$ cat config.mk
export PLATFORM = sky130hd
export DESIGN_NAME = instr_decode_stage
export DESIGN_NICKNAME = d
export VERILOG_FILES = /design/src/rtl/cpu_isa_pkg.sv /design/src/rtl/opcode_decode_comb.sv /design/src/rtl/instr_decode_stage.sv
export SDC_FILE = /design/constraint.sdc
export NUM_CORES = 1
export LEC_CHECK = 0
export BUFFER_PORTS_ARGS = -buffer_cell sky130_fd_sc_hd__buf_2
export CAP_MARGIN = 20
export CORE_ASPECT_RATIO = 1.2
export CORE_UTILIZATION = 43
export DETAILED_ROUTE_END_ITERATION = 8
export PLACE_DENSITY = 0.76
export SKIP_LAST_GASP = 1
export SYNTH_ARGS = -nofsm -noshare
export SYNTH_HDL_FRONTEND = slang
export SYNTH_SLANG_ARGS = --single-unit
$ cat constraint.sdc
create_clock -name i_clk -period 3.23 [get_ports i_clk]
set_clock_uncertainty 0.2 [all_clocks]
set_input_delay 0.646 -clock i_clk [delete_from_list [all_inputs] [get_ports i_clk]]
set_output_delay 0.646 -clock i_clk [all_outputs]
set_load 0.005 [all_outputs]
$ cat src/rtl/cpu_isa_pkg.sv
// rtl/cpu_isa_pkg.sv - opcode map, ALU function encodings and control-bundle layout
package cpu_isa_pkg;

    localparam int CTRL_W = 16;

    localparam logic [4:0] OP_ADD  = 5'b00100;
    localparam logic [4:0] OP_ADDI = 5'b01100;
    localparam logic [4:0] OP_SUB  = 5'b00101;
    localparam logic [4:0] OP_SUBI = 5'b01101;
    localparam logic [4:0] OP_MULT = 5'b00110;
    localparam logic [4:0] OP_MULTI = 5'b01110;
    localparam logic [4:0] OP_DIV  = 5'b00111;
    localparam logic [4:0] OP_DIVI = 5'b01111;
    localparam logic [4:0] OP_AND  = 5'b00001;
    localparam logic [4:0] OP_ANDI = 5'b01001;
    localparam logic [4:0] OP_OR   = 5'b00010;
    localparam logic [4:0] OP_ORI  = 5'b01010;
    localparam logic [4:0] OP_XOR  = 5'b00011;
    localparam logic [4:0] OP_BGT  = 5'b10000;
    localparam logic [4:0] OP_SLT  = 5'b10001;
    localparam logic [4:0] OP_LW   = 5'b10010;
    localparam logic [4:0] OP_SW   = 5'b10011;
    localparam logic [4:0] OP_BEQ  = 5'b10100;
    localparam logic [4:0] OP_BNE  = 5'b10101;
    localparam logic [4:0] OP_JR   = 5'b10110;
    localparam logic [4:0] OP_J    = 5'b10111;

    localparam logic [2:0] ALU_FN_ADD  = 3'd0;
    localparam logic [2:0] ALU_FN_SUB  = 3'd1;
    localparam logic [2:0] ALU_FN_MULT = 3'd2;
    localparam logic [2:0] ALU_FN_DIV  = 3'd3;
    localparam logic [2:0] ALU_FN_AND  = 3'd4;
    localparam logic [2:0] ALU_FN_OR   = 3'd5;
    localparam logic [2:0] ALU_FN_XOR  = 3'd6;
    localparam logic [2:0] ALU_FN_NONE = 3'd7;

    // Bit positions inside the control bundle; alu_op occupies [4:0].
    localparam int CTRL_ILLEGAL = 15;
    localparam int CTRL_IMM     = 14;
    localparam int CTRL_R_TYPE  = 13;
    localparam int CTRL_BGT     = 12;
    localparam int CTRL_SLT     = 11;
    localparam int CTRL_LW      = 10;
    localparam int CTRL_SW      = 9;
    localparam int CTRL_BEQ     = 8;
    localparam int CTRL_BNE     = 7;
    localparam int CTRL_JR      = 6;
    localparam int CTRL_J       = 5;
    localparam int ALU_OP_ARITH = 0;
    localparam int ALU_OP_SLT   = 1;
    localparam int ALU_OP_MEM   = 2;
    localparam int ALU_OP_BR    = 3;
    localparam int ALU_OP_JR    = 4;

    typedef logic [CTRL_W-1:0] ctrl_t;

    // Register and immediate forms share the low three opcode bits.
    function automatic logic [2:0] arith_alu_fn(input logic [2:0] low3);
        case (low3)
            3'b100:  return ALU_FN_ADD;
            3'b101:  return ALU_FN_SUB;
            3'b110:  return ALU_FN_MULT;
            3'b111:  return ALU_FN_DIV;
            3'b001:  return ALU_FN_AND;
            3'b010:  return ALU_FN_OR;
            3'b011:  return ALU_FN_XOR;
            default: return ALU_FN_NONE;
        endcase
    endfunction

endpackage

$ cat src/rtl/opcode_decode_comb.sv
// rtl/opcode_decode_comb.sv - combinational opcode to {ctrl, alu_fn} decoder
module opcode_decode_comb
    import cpu_isa_pkg::*;
#(
    parameter int OP_W = 5
) (
    input  logic [OP_W-1:0] i_opcode,
    output ctrl_t           o_ctrl,
    output logic [2:0]      o_alu_fn
);

    logic       w_hi_nz;
    logic [4:0] w_op5;

    generate
        if (OP_W > 5) begin : g_wide
            assign w_hi_nz = |i_opcode[OP_W-1:5];
        end else begin : g_narrow
            assign w_hi_nz = 1'b0;
        end
    endgenerate

    assign w_op5 = i_opcode[4:0];

    always_comb begin
        o_ctrl   = '0;
        o_alu_fn = ALU_FN_NONE;
        if (w_hi_nz) begin
            o_ctrl[CTRL_ILLEGAL] = 1'b1;
        end else begin
            case (w_op5)
                OP_ADD, OP_SUB, OP_MULT, OP_DIV, OP_AND, OP_OR, OP_XOR: begin
                    o_ctrl[CTRL_R_TYPE]  = 1'b1;
                    o_ctrl[ALU_OP_ARITH] = 1'b1;
                    o_alu_fn             = arith_alu_fn(w_op5[2:0]);
                end
                OP_ADDI, OP_SUBI, OP_MULTI, OP_DIVI, OP_ANDI, OP_ORI: begin
                    o_ctrl[CTRL_IMM]     = 1'b1;
                    o_ctrl[ALU_OP_ARITH] = 1'b1;
                    o_alu_fn             = arith_alu_fn(w_op5[2:0]);
                end
                OP_BGT: o_ctrl[CTRL_BGT] = 1'b1;
                OP_SLT: begin
                    o_ctrl[CTRL_SLT]   = 1'b1;
                    o_ctrl[ALU_OP_SLT] = 1'b1;
                end
                OP_LW: begin
                    o_ctrl[CTRL_LW]    = 1'b1;
                    o_ctrl[ALU_OP_MEM] = 1'b1;
                end
                OP_SW: begin
                    o_ctrl[CTRL_SW]    = 1'b1;
                    o_ctrl[ALU_OP_MEM] = 1'b1;
                end
                OP_BEQ: begin
                    o_ctrl[CTRL_BEQ]  = 1'b1;
                    o_ctrl[ALU_OP_BR] = 1'b1;
                end
                OP_BNE: begin
                    o_ctrl[CTRL_BNE]  = 1'b1;
                    o_ctrl[ALU_OP_BR] = 1'b1;
                end
                OP_JR: begin
                    o_ctrl[CTRL_JR]   = 1'b1;
                    o_ctrl[ALU_OP_JR] = 1'b1;
                end
                OP_J:    o_ctrl[CTRL_J] = 1'b1;
                default: o_ctrl[CTRL_ILLEGAL] = 1'b1;
            endcase
        end
    end

endmodule

$ cat src/rtl/instr_decode_stage.sv
// rtl/instr_decode_stage.sv - registered decode stage; DECODE_SKID_EN adds a skid entry
module instr_decode_stage
    import cpu_isa_pkg::*;
#(
    parameter int INSTR_W = 32,
    parameter int OP_W    = 5,
    parameter int OP_LSB  = 27,
    parameter int PC_W    = 32,
    parameter int CNT_W   = 16
) (
    input  logic               i_clk,
    input  logic               i_rst,
    input  logic               i_in_valid,
    output logic               o_in_ready,
    input  logic [INSTR_W-1:0] i_in_instr,
    input  logic [PC_W-1:0]    i_in_pc,
    input  logic               i_flush,
    output logic               o_out_valid,
    input  logic               i_out_ready,
    output logic [INSTR_W-1:0] o_out_instr,
    output logic [PC_W-1:0]    o_out_pc,
    output logic [CTRL_W-1:0]  o_out_ctrl,
    output logic [2:0]         o_out_alu_fn,
    output logic [CNT_W-1:0]   o_decoded_cnt
);

    ctrl_t              w_dec_ctrl;
    logic [2:0]         w_dec_alu_fn;
    logic               w_accept;
    logic               w_out_hs;
    logic               w_load_out;

    logic               r_out_valid;
    logic [INSTR_W-1:0] r_out_instr;
    logic [PC_W-1:0]    r_out_pc;
    ctrl_t              r_out_ctrl;
    logic [2:0]         r_out_alu_fn;
    logic [CNT_W-1:0]   r_cnt;

    opcode_decode_comb #(
        .OP_W (OP_W)
    ) u_opcode_decode (
        .i_opcode (i_in_instr[OP_LSB +: OP_W]),
        .o_ctrl   (w_dec_ctrl),
        .o_alu_fn (w_dec_alu_fn)
    );

    assign w_accept   = i_in_valid & o_in_ready;
    assign w_out_hs   = r_out_valid & i_out_ready;
    assign w_load_out = !r_out_valid | i_out_ready;

`ifdef DECODE_SKID_EN
    logic               r_skid_valid;
    logic [INSTR_W-1:0] r_skid_instr;
    logic [PC_W-1:0]    r_skid_pc;
    ctrl_t              r_skid_ctrl;
    logic [2:0]         r_skid_alu_fn;

    assign o_in_ready = !r_skid_valid;

    // The skid only fills while the output is stalled, so a full skid implies a full output.
    always_ff @(posedge i_clk or posedge i_rst) begin
        if (i_rst) begin
            r_out_valid   <= 1'b0;
            r_out_instr   <= '0;
            r_out_pc      <= '0;
            r_out_ctrl    <= '0;
            r_out_alu_fn  <= ALU_FN_NONE;
            r_skid_valid  <= 1'b0;
            r_skid_instr  <= '0;
            r_skid_pc     <= '0;
            r_skid_ctrl   <= '0;
            r_skid_alu_fn <= ALU_FN_NONE;
        end else if (i_flush) begin
            r_out_valid  <= 1'b0;
            r_skid_valid <= 1'b0;
        end else if (w_load_out) begin
            if (r_skid_valid) begin
                r_out_valid  <= 1'b1;
                r_out_instr  <= r_skid_instr;
                r_out_pc     <= r_skid_pc;
                r_out_ctrl   <= r_skid_ctrl;
                r_out_alu_fn <= r_skid_alu_fn;
                r_skid_valid <= 1'b0;
            end else begin
                r_out_valid <= w_accept;
                if (w_accept) begin
                    r_out_instr  <= i_in_instr;
                    r_out_pc     <= i_in_pc;
                    r_out_ctrl   <= w_dec_ctrl;
                    r_out_alu_fn <= w_dec_alu_fn;
                end
            end
        end else if (w_accept) begin
            r_skid_valid  <= 1'b1;
            r_skid_instr  <= i_in_instr;
            r_skid_pc     <= i_in_pc;
            r_skid_ctrl   <= w_dec_ctrl;
            r_skid_alu_fn <= w_dec_alu_fn;
        end
    end
`else
    assign o_in_ready = !r_out_valid | i_out_ready;

    always_ff @(posedge i_clk or posedge i_rst) begin
        if (i_rst) begin
            r_out_valid  <= 1'b0;
            r_out_instr  <= '0;
            r_out_pc     <= '0;
            r_out_ctrl   <= '0;
            r_out_alu_fn <= ALU_FN_NONE;
        end else if (i_flush) begin
            r_out_valid <= 1'b0;
        end else if (w_load_out) begin
            r_out_valid <= w_accept;
            if (w_accept) begin
                r_out_instr  <= i_in_instr;
                r_out_pc     <= i_in_pc;
                r_out_ctrl   <= w_dec_ctrl;
                r_out_alu_fn <= w_dec_alu_fn;
            end
        end
    end
`endif

    // A beat leaving in the flush cycle was delivered, so it still counts.
    always_ff @(posedge i_clk or posedge i_rst) begin
        if (i_rst) begin
            r_cnt <= '0;
        end else if (w_out_hs) begin
            r_cnt <= r_cnt + 1'b1;
        end
    end

    assign o_out_valid   = r_out_valid;
    assign o_out_instr   = r_out_instr;
    assign o_out_pc      = r_out_pc;
    assign o_out_ctrl    = r_out_ctrl;
    assign o_out_alu_fn  = r_out_alu_fn;
    assign o_decoded_cnt = r_cnt;

endmodule

Word-level counts from Yosys, hierarchy flattened

Index checks and enable logic that the tools add are counted.

Bits in registers: 100
Input port bits: 69
Output and inout bits: 101
Word-level logic and storage cells: 66

Add/subtract/negate cells: 1
Equality and inequality tests: 28
Multiplexer cells: 18
Bitwise logic cells: 4
Reductions and logical operators: 9

Operators with widths:

| operator                                                        | count |
|---|---|
| 5-bit == test, second input constant                            | 8 |
| 5-bit by 4-bit == test with 1-bit output, second input constant | 6 |
| 3-bit case mux with 7 select lines                              | 1 |
| 21-bit OR reduction                                             | 1 |
| 5-bit by 3-bit == test with 1-bit output, second input constant | 4 |
| 16-bit by 1-bit adder with 16-bit output, second input constant | 1 |
| 1-bit 2-to-1 mux                                                | 16 |
| 13-bit OR reduction                                             | 1 |
| 3-bit == test, second input constant                            | 4 |
| 5-bit by 2-bit == test with 1-bit output, second input constant | 2 |
| 7-bit OR reduction                                              | 1 |
| 3-bit by 2-bit == test with 1-bit output, second input constant | 2 |
| 6-bit OR reduction                                              | 1 |
| 5-bit by 1-bit == test with 1-bit output, second input constant | 1 |
| 2-bit OR reduction                                              | 2 |
| 3-bit by 1-bit == test with 1-bit output, second input constant | 1 |
| 3-bit 2-to-1 mux                                                | 1 |
| 3-bit AND reduction                                             | 1 |
| 1-bit bitwise AND                                               | 2 |
| 2-bit nonzero test                                              | 1 |
| 1-bit zero test                                                 | 1 |
| 1-bit NOT                                                       | 1 |
| 1-bit bitwise OR                                                | 1 |

Logic depth before layout (Yosys ltp)

Depth after elaboration: 5
Mapped depth: 7
Depth with buffers taken out: 5

By module

Synthesis repeated with hierarchy kept, for this count alone.

Cells, all modules: 278
Area total of the unflattened synthesis: 4093.9 µm²

By module, submodules not included:

| module             | times used | cells an instance | area an instance (µm²) | sequential area each (µm²) |
|---|---|---|---|---|
| instr_decode_stage | 1          | 240               | 3873.7                 | 2506.2 |
| opcode_decode_comb | 1          | 38                | 220.2                  | 0.0 |

Worst setup path before layout

OpenSTA, ideal clock, no wires.

Path kind: input-to-reg
Start point: input i_in_instr[27]
End point: register r_out_ctrl[15], in the netlist o_out_ctrl[15]
Library setup time: 0.077 ns
Data arrival time: 1.443 ns
Data required time: 2.953 ns
Path slack: 1.510 ns
Cell stages on the path: 5
Path buffers: 1
Cell sequence: buf_2 > or3_1 > a21oi_1 > a21oi_1 > a21oi_1

Word-level cells in the longest chain between the ends: 3
Elaborated cells on any way between the ends: 23
Those cells by class: eq/ne: 21; mux: 1; reduce/logical: 1

Ends and longest elaborated chain:

| what                                                             | RTL line                  | source |
|---|---|---|
| start: declaration                                               | instr_decode_stage.sv:15  | `input logic [INSTR_W-1:0] i_in_instr,` |
| 5-bit by 3-bit == test with 1-bit output (tied with other cells) | opcode_decode_comb.sv:31  | `case (w_op5)` |
| 21-bit OR reduction (no line) *                                  | -                         |  |
| 1-bit 2-to-1 mux *                                               | opcode_decode_comb.sv:31  |  |
| end signal: assignment                                           | instr_decode_stage.sv:119 | `r_out_ctrl <= w_dec_ctrl;` |
| end: declaration                                                 | instr_decode_stage.sv:36  | `ctrl_t r_out_ctrl;` |

Mark *: on every way between the ends. The rest lies on a longest branch, timed or not.
A chain may end at the register's enable or synchronous reset.

Final worst setup path

Start point: register r_out_valid, in the netlist o_out_valid
End point: output o_in_ready

Word-level cells in the longest chain between the ends: 2

Ends and longest elaborated chain:

| what                     | RTL line                  | source |
|---|---|---|
| start: declaration       | instr_decode_stage.sv:33  | `logic r_out_valid;` |
| start signal: assignment | instr_decode_stage.sv:115 | `r_out_valid <= w_accept;` |
| 1-bit zero test          | instr_decode_stage.sv:103 | `assign o_in_ready = !r_out_valid \| i_out_ready;` |
| 1-bit bitwise OR         | instr_decode_stage.sv:103 |  |
| end: declaration         | instr_decode_stage.sv:14  | `output logic o_in_ready,` |

No other way between the ends.

==> flow_metrics.py <==
metrics = {
    "status": {
        "outcome": "complete, no violations",
    },
    "final_layout": {
        "layout-drive-gt1-share_pct": 34.9,
        "antennaDiodeCount": 0,
        "nets": 647,
        "areaGrowthSynthToFinish_pct": 27.9,
        "num-fill-cells": 809,
        "fin_area_mm2": 0.00505,
        "fin_util_pct": 57.7,
    },
    "drt": {
        "postRouteWirelength_um": 9150,
        "vias": 3314,
        "antenna_left": 0,
        "drc_errors": 0,
        "vias_per_cell": 4.74,
        "wl_per_cell_um": 13.1,
        "drt-initial-drc-count": 161,
        "dr.pass1.iters": 4,
    },
    "worst_setup_path": {
        "cp-end-kind": "primary output",
        "critical_path_required_ns": 2.38,
        "worstSetupPathType": "reg -> out",
        "cp_max_fo": 4,
        "ff2ff_setup_slack_ns": 1.27,
        "reg2reg_depth": 6,
        "arrival_ns": 1.25,
        "startpoint_type": "flop",
    },
    "synth": {
        "synth.avg_cell_area_um2": 9.51,
        "yosys.cell_count.top_type": "nand2_1",
        "ys_top_cells_by_count": "nand2_1, dfrtp_1, xnor2_1",
        "synth_cell_types": 36,
        "synth_area_mm2": 0.00395,
        "ys.warnings.count": 0,
        "synth_area_leaders": "dfrtp_1, nand2_1, xnor2_1, dfstp_2, buf_4",
        "synth_top_area_cell": "dfrtp_1",
        "synth.top_cell.area_share_pct": 60.2,
        "syn_nets": 485,
        "ys_async_sr_fraction_pct": 100,
        "yosys_most_used_dff": "dfrtp_1",
        "ys_seq_elements": 98,
        "synth_seq_area_share_pct": 62.2,
        "synth_edf_count": 0,
        "syn_inst": 415,
    },
    "timing": {
        "worst_pin_slew_ns": 0.535,
        "hold_viol": 0,
        "fin_crit_sh_pct": 64.8,
        "fin_setup_tns_ns": 0,
        "setup_viol": 0,
        "fmax_mhz": 478,
        "rsz0062_at_grt": "false",
        "finalCriticalPeriod_ns": 2.09,
        "maxSlewViolCount": 0,
        "slew-limit-headroom_pct": 64.3,
    },
    "die": {
        "core_mm2": 0.00875,
        "fp-row-count": 37,
        "ioPinCount": 170,
        "start_util_pct": 45.1,
        "die_area_mm2": 0.00957,
        "die_h_um": 107,
        "die_w_um": 89.5,
    },
    "global_route": {
        "grt.met3_usage_pct": 4.62,
        "use_met1_pct": 22.4,
        "grt_most_used_layer": "met2",
        "met2_usage_pct": 34.6,
        "antenna_found_initial": 0,
        "grt_use_total_pct": 19.4,
        "grt_overflow_total": 0,
        "grt_pass1_vias": 3148,
        "grt_start_max_net_pins": 99,
        "grt_pass1_wl_um": 14200,
    },
    "clock_network": {
        "holdBufCountCts": 0,
        "cts_tree": "built",
        "cts_root_buf": "clkbuf_8",
        "cts_sinks": 98,
        "ctsHtreeMaxLevel": 3,
        "cts.repair.resized": 0,
        "cts_buffer_depth": 2,
        "cts.clk_slew.worst_paths_ns": 0.10,
        "clock_latency_ns": 0.35,
        "cts_setup_buffers": 0,
        "cts_buffers": 9,
    },
    "placement": {
        "place_area_mm2": 0.00487,
        "place_hpwl_um": 6600,
        "place_congestion": 0.779,
        "port-buffer-count": 169,
    },
    "worst_hold_path": {
        "min_path_type": "in -> async",
    },
    "power_and_ir_drop": {
        "p_leak_nw": 2.85,
        "peakVddDrop_mv": 0.210,
        "power_density_mw_per_mm2": 538,
    },
    "run": {
        "drv_cap": 0,
    },
}
[layout by cell type (no fill, tap or decap), types with 3 or more instances in the layout]
master	instances
nand2_1	212
clkbuf_8	9
dfstp_2	3
inv_1	3
buf_2	169
dfrtp_1	95
xnor2_1	12
nand3_1	7
o21ai_0	6
a21oi_1	6
xor2_1	3
o21ai_1	5
and4_1	3
nor2_1	11
inv_6	3
[worst paths after layout]
check / endpoint / from
worst max-delay path: o_in_ready / o_out_valid
worst min-delay path: o_out_pc[23] / i_rst
worst max register to register: o_out_pc[29] / o_out_valid
worst min register to register: o_out_instr[21] / o_out_instr[21]
max in group asynchronous: o_out_alu_fn[1] / i_rst
min in group i_clk: o_out_pc[0] / i_in_pc[0]
[power by group]
| part | switching, mW | internal [mW] | leakage [nW] |
|---|---|---|---|
| Combinational | 0.263 | 0.235 | 1.53 |
| Sequential | 0.108 | 1.39 | 1.24 |
| Clock | 0.433 | 0.287 | 0.0904 |
| Total | 0.804 | 1.91 | 2.85 |
[final cells by class]
| cell class | instances | area [um2] | area share, % |
|---|---|---|---|
| Timing Repair Buffer | 173 | 901 | 17.8 |
| Multi-Input combinational cell | 290 | 1350 | 26.7 |
| Clock inverter | 7 | 52.6 | 1.04 |
| Tap cell | 117 | 146 | 2.90 |
| Sequential cell | 98 | 2460 | 48.6 |
| Inverter | 5 | 22.5 | 0.446 |
| Clock buffer | 9 | 124 | 2.45 |
[routing by layer]
layer	part of all wire (%)	vias up
met3	6.9	10
met4	1.5	0
li1	-	1630
met5	0	-
met1	41	1559
met2	50	115
[flip-flops by register name, summed over array words and instances, names as in the netlist]
signal and count:
o_out_instr 32, o_out_pc 32, o_decoded_cnt 16, o_out_ctrl 14, o_out_alu_fn 3, o_out_valid 1
[critical path, stage by stage, from the launching register on]
cell and delay [ns]:
dfrtp_1 0.41, nor2b_2 0.27, inv_2 0.08, buf_2 0.14
[per-stage QoR]
step	instances	worst slack, ns	hold WS, ns	total power, mW
after global routing	699	1.08	0.259	2.89
final	699	1.14	0.211	2.72
after CTS	699	1.12	0.245	2.76
after floorplan	415	1.22	0.267	1.76
after global placement	683	1.09	0.252	2.01
after detailed placement	683	1.04	0.256	2.03
[cells by family after synthesis]
family | after synthesis | synth area share [%]
compound gates | 24 | 3.61
xor+xnor | 15 | 3.33
fa+ha+maj | 1 | 0.317
buf+inv | 27 | 4.03
flops | 98 | 62.2
mux | 2 | 0.570
simple gates | 248 | 25.9
(Power assumes the default switching activity.)
